==> config.mk <==
export PLATFORM = sky130hd
export DESIGN_NAME = seq_det_prog
export DESIGN_NICKNAME = d
export VERILOG_FILES = /design/src/rtl/seq_det_prog.sv
export SDC_FILE = /design/constraint.sdc
export NUM_CORES = 1
export LEC_CHECK = 0
export CORE_MARGIN = 4
export CORE_UTILIZATION = 48
export DETAILED_ROUTE_END_ITERATION = 12
export PLACE_DENSITY = 0.82
export SYNTH_ARGS = -nofsm -noshare
export SYNTH_HDL_FRONTEND = slang
export SYNTH_SLANG_ARGS = --single-unit
==> constraint.sdc <==
create_clock -name clk -period 2.7 [get_ports clk]
set_clock_uncertainty 0.05 [all_clocks]
set_input_delay 0.27 -clock clk [delete_from_list [all_inputs] [get_ports clk]]
set_output_delay 0.27 -clock clk [all_outputs]
set_load 0.02 [all_outputs]
==> src/rtl/seq_det_prog.sv <==
`default_nettype none
// +--------------------------------------------------------------------------+
// | Module      : seq_det_prog                                               |
// | Description : Runtime-programmable serial bit-pattern detector with      |
// |               Mealy/Moore match pulses and a saturating match counter.   |
// | Revision    : 1.0 - initial release                                      |
// +--------------------------------------------------------------------------+
module seq_det_prog #(
  parameter int                 MAX_LEN     = 8,
  parameter int                 LEN_W       = 4,
  parameter int                 CNT_W       = 8,
  parameter logic [MAX_LEN-1:0] RST_PATTERN = MAX_LEN'(4'b1010),
  parameter logic [LEN_W-1:0]   RST_LEN     = LEN_W'(4),
  parameter logic               RST_OVERLAP = 1'b1
) (
  input  logic               clk,
  input  logic               rst_n,
  input  logic               en,
  input  logic               x,
  input  logic               cfg_load,
  input  logic [MAX_LEN-1:0] cfg_pattern,
  input  logic [LEN_W-1:0]   cfg_len,
  input  logic               cfg_overlap,
  input  logic               cnt_clr,
  output logic               z,
  output logic               z_q,
  output logic [CNT_W-1:0]   match_cnt
);

  localparam logic [LEN_W-1:0] c_max_len = LEN_W'(MAX_LEN);
  localparam logic [CNT_W-1:0] c_cnt_max = '1;

  logic [MAX_LEN-1:0] r_pattern;
  logic [LEN_W-1:0]   r_len;
  logic               r_overlap;
  logic [MAX_LEN-1:0] r_hist;
  logic [LEN_W-1:0]   r_fill;
  logic               r_z_q;
  logic [CNT_W-1:0]   r_cnt;

  logic [LEN_W-1:0]   w_eff_len;
  logic [MAX_LEN-1:0] w_window;
  logic [MAX_LEN-1:0] w_mask;
  logic               w_hit;
  logic               w_z;

  assign w_eff_len = (r_len > c_max_len) ? c_max_len : r_len;

  // Candidate window: stored history with the current bit appended as the newest (bit 0).
  assign w_window = {r_hist[MAX_LEN-2:0], x};

  always_comb begin
    w_mask = '0;
    for (int i = 0; i < MAX_LEN; i++) begin
      w_mask[i] = (LEN_W'(i) < w_eff_len);
    end
  end

  assign w_hit = (((w_window ^ r_pattern) & w_mask) == '0);

  // fill gate guarantees every compared bit arrived after the last flush.
  assign w_z = en & ~cfg_load & (w_eff_len != '0)
             & (r_fill >= (w_eff_len - LEN_W'(1))) & w_hit;

  always_ff @(posedge clk) begin
    if (!rst_n) begin
      r_pattern <= RST_PATTERN;
      r_len     <= RST_LEN;
      r_overlap <= RST_OVERLAP;
      r_hist    <= '0;
      r_fill    <= '0;
      r_z_q     <= 1'b0;
      r_cnt     <= '0;
    end else begin
      r_z_q <= w_z;

      if (cnt_clr) begin
        r_cnt <= '0;
      end else if (w_z && (r_cnt != c_cnt_max)) begin
        r_cnt <= r_cnt + CNT_W'(1);
      end

      if (cfg_load) begin
        r_pattern <= cfg_pattern;
        r_len     <= cfg_len;
        r_overlap <= cfg_overlap;
        r_hist    <= '0;
        r_fill    <= '0;
      end else if (en) begin
        r_hist <= w_window;
        // Non-overlap restarts the fresh-bit count so the next match needs L new bits.
        if (w_z && !r_overlap) begin
          r_fill <= '0;
        end else if (r_fill < w_eff_len) begin
          r_fill <= r_fill + LEN_W'(1);
        end else begin
          r_fill <= w_eff_len;
        end
      end
    end
  end

  assign z         = w_z;
  assign z_q       = r_z_q;
  assign match_cnt = r_cnt;

endmodule
`default_nettype wire

# After elaboration in Yosys (flattened, before gate mapping)
# Index checks and enable logic that the tools add are counted.
# totals
register_bits	33
out_inout_bits	10
word_cells	40
# classes
n_addsub	3
order_cmp	11
eq_ne	1
mux	3
bitwise	8
n_reduce_logical	7
# ops
cell	n
$lt 3x4->1 const A	4
$mux 4	3
$add 8x1->8 const B	1
$and 8x8->8	1
$logic_not 8->1	1
$lt 1x4->1 const A	2
$lt 2x4->1 const A	2
$ne 8x8->1 const B	1
$xor 8x8->8	1
$add 4x1->4 const B	1
$and 1x1->1	4
$ge 4x4->1	1
$gt 4x4->1 const B	1
$lt 4x4->1	1
$reduce_bool 4->1	1
$reduce_or 2->1	2
$sub 4x1->4 const B	1
$logic_and 1x1->1	2
$not 1->1	2
$logic_not 1->1	1

# Depth between registers and ports, before layout
# depth
word_depth	8
ltp_mapped	12

# Least setup slack after synthesis
# OpenSTA, ideal clock, no wires.
# synth_timing
path_type	reg-to-reg
start	reg r_len[3]
end	reg r_cnt[3], in the netlist match_cnt[3]
setup_time_ns	0.070
arrival_ns	2.584
path_slack_ns	-0.004
stages_incl_launch_ff	13
path_buffers	1
cell_sequence	dfxtp_1 > buf_4 > inv_1 > nand2_1 > ha_1 > xor2_1 > ha_1 > o21ai_0 > a222oi_1 > and4b_2 > nand3_4 > or4b_1 > a21oi_1
# synth_via
elab_chain_len	7
# synth_rtl
element	line_no	rtl
from (decl)	34	logic [LEN_W-1:0] r_len;
from (signal assigned)	85	r_len <= cfg_len;
$gt 4x4->1	47	assign w_eff_len = (r_len > c_max_len) ? c_max_len : r_len;
$mux 4 (*)	47	
$sub 4x1->4, or another cell as far along	63	& (r_fill >= (w_eff_len - LEN_W'(1))) & w_hit;
$ge 4x4->1, or another cell as far along	63	
$and 1x1->1 / $logic_not 8->1 (equally long branches)	63, 59	
$and 1x1->1 (*)	63	
$logic_and 1x1->1 (*)	79	end else if (w_z && (r_cnt != c_cnt_max)) begin
to (signal assigned)	80	r_cnt <= r_cnt + CNT_W'(1);
to (decl)	39	logic [CNT_W-1:0] r_cnt;
# Mark *: on every way between the ends. The rest lies on a longest branch, timed or not.
# A chain may end at the register's enable or synchronous reset.

# Worst setup path in the final report
# layout_timing
start	reg r_len[1]
end	reg r_cnt[3], in the netlist match_cnt[3]
# Same word-level chain as after synthesis.

==> flow_summary.toml <==
[yosys]
ys_ff_latch = 33
yosysTopAreaCell = "dfxtp_1"
synth_cells = 188
ys_top_cells_by_count = "dfxtp_1 (33), mux2i_1 (25), nand2_1 (16)"
synthArstFlopShare_pct = 0
ys_top_cells_by_area = "dfxtp_1 (37%), mux2i_1 (14%), ha_1 (9.1%)"
ys_seq_area_share_pct = 37.1
synth_fp_nets = 220
syn-cell-area_sq_um = 1780
ys_warn_count = 0
synth-edff-count = 0
syn_avg_cell_area_sq_um = 9.46
synth.distinct_cells = 39
synth_most_common_cell = "dfxtp_1"
yosysTopAreaCellShare_pct = 37.1
ys.flop_type = "dfxtp_1"

[timing]
tightest_slew_ps = 337
slew_viol_final = 0
hold_viol = 0
rsz0062_at_grt = "true"
finalSetupViolCount = 0
period_share_pct = 99.5
setup_slack_ps = 14.8
relSlewSlack_pct = 76.9
clock.fmax_mhz = 372
fin_crit_ps = 2690

[drt]
dr.pass1.iters = 4
wl_met1_um = 1870
drcViolationCount = 0
wl_per_cell_um = 14.4
vias = 1520
ant_nets = 0
met2_length_um = 1960
top_layer_used = "met4"
dr_wl_met3_um = 156
drt_iter0_markers = 91
vias_per_cell = 5.37
drt-total-wl_um = 4070

[clock_tree]
insertion_delay_ps = 280
cts_tree = "done"
htreeDepth = 2
clk_pin_slew_ps = 60
cts_root_buf = "clkbuf_8"
cts.sinks = 33
postCtsHoldBufs = 0
cts_buffer_depth = 2
cts_inserted_buffers = 5

[die]
num_rows = 21
die_y_um = 68.9
design.die.area_sq_um = 4740
die_x_um = 68.9
io_pins = 29
start_util_pct = 51.3
core_area_sq_um = 3470

[placement]
io_buffers = 28
gp_congestion = 0.832
place_ws_ps = -76.7
dp_hpwl_um = 2940
dp_cells = 271

[outcome]
outcome = "completed"

[pwr]
total_power_w = 0.00105
leakage_nw = 0.999
power.density_nw_per_um2 = 443
max-vdd-ir-drop_mv = 0.339

[critical_path]
critPathKind = "reg -> reg"
arrival_ps = 2850
cp-start-kind = "flop"
cp-end-kind = "flop"
reg2reg_slack_ps = 10
cp.required_ps = 2860
critPathMaxFanout = 5

[global_route]
grt_first_pass_wirelength_um = 6180
grt_start_max_net_pins = 17
first_global_vias = 1371
grt-ovfl-total = 0
grt_antenna_before_repair = 0
track_usage_pct = 17.8

[worst_hold_path]
hold_path.class = "reg -> reg"

[layout]
antenna_cells = 0
drive_gt1_share_pct = 19.8
areaGrowthSynthToFinish_pct = 33.8
nNetsFinal = 268
final_cells = 283

[job]
max_cap_violations = 0
==> report_power, final <==
group | total, W | leakage, nW | switching [W] | internal (W)
Sequential | 0.000516 | 0.269 | 0.0000138 | 0.000502
Combinational | 0.000190 | 0.685 | 0.0000841 | 0.000106
Clock | 0.000349 | 0.0450 | 0.000171 | 0.000178
Total | 0.00105 | 0.999 | 0.000269 | 0.000786
==> registers in the layout, indices dropped and copies added, names as in the netlist <==
| register | cells |
|---|---|
| match_cnt | 8 |
| r_fill | 4 |
| r_hist | 7 |
| r_len | 4 |
| r_overlap | 1 |
| r_pattern | 8 |
| z_q | 1 |
==> per-stage QoR <==
stage	utilization [%]	instance area [sq um]	TNS (ps)	hold WS, ps
2_1_floorplan	-	1780	0	348
3_3_place_gp	63.6	2210	-16.6	415
3_5_place_dp	63.6	2210	-88.2	433
4_1_cts	65.9	2290	0	448
5_1_grt	68.6	2380	-288	491
6_report	68.6	2380	0	457
==> final timing paths <==
path                                           startpoint                        end  depth (start not counted)
worst max-delay path                r_len[1]$_SDFFE_PN0P_  match_cnt[3]$_SDFFE_PP0P_                         11
worst max register to register      r_len[1]$_SDFFE_PN0P_  match_cnt[3]$_SDFFE_PP0P_                         11
worst min-delay path            r_pattern[3]$_SDFFE_PN1P_  r_pattern[3]$_SDFFE_PN1P_                          2
worst min register to register  r_pattern[3]$_SDFFE_PN1P_  r_pattern[3]$_SDFFE_PN1P_                          2
==> repair_timing <==
item                       CTS  global route
gates cloned                 0             0
resized for setup            5            20
setup buffers                0             4
setup endpoints to repair    3            10
pin swaps                    4            10
==> metal layers <==
| layer | track usage [%] | up-vias |
|---|---|---|
| li1 | - | 761 |
| met1 | 23.4 | 721 |
| met2 | 28.1 | 29 |
| met3 | 4.38 | 9 |
| met4 | 6.57 | 0 |
| met5 | 0 | - |
==> cell usage in the layout (no fill, tap or decap), types with 8 or more instances in the layout <==
| cell type | synthesis | final |
|---|---|---|
| buf_4 | 1 | 21 |
| dfxtp_1 | 33 | 32 |
| clkdlybuf4s50_1 | 0 | 27 |
| nand2_1 | 16 | 13 |
| nor2b_1 | 11 | 10 |
| xor2_1 | 8 | 8 |
| nor2_1 | 14 | 14 |
| mux2i_1 | 25 | 25 |
| ha_1 | 13 | 11 |
==> layout make-up <==
class,instances,area (sq um)
Fill cell,270,1090
Multi-Input combinational cell,140,1110
Timing Repair Buffer,49,439
Clock inverter,2,10.0
Inverter,7,28.8
Sequential cell,33,662
Clock buffer,6,72.6
Tap cell,46,57.6
==> logic make-up after synthesis <==
group                    Yosys count  synth area share [%]
AO/OA/AOI/OAI                     25                  10.1
flip-flops                        33                  37.1
adder cells (fa/ha/maj)           13                  9.14
XOR/XNOR                          11                  5.42
buffers and inverters             15                  3.80
multiplexers                      25                  14.1
AND/OR/NAND/NOR                   66                  20.4
==> worst max-delay path, stage by stage (launching register included) <==
cell and delay [ps]:
dfxtp_1 390, nand2_4 90, ha_4 160, xor2_1 150, ha_2 330, o21ai_2 50, a222oi_1 230, and4b_2 300
buf_6 110, nand3_4 80, or4b_1 540, a21oi_1 130
No activity file was read; power rests on OpenSTA's default activity.
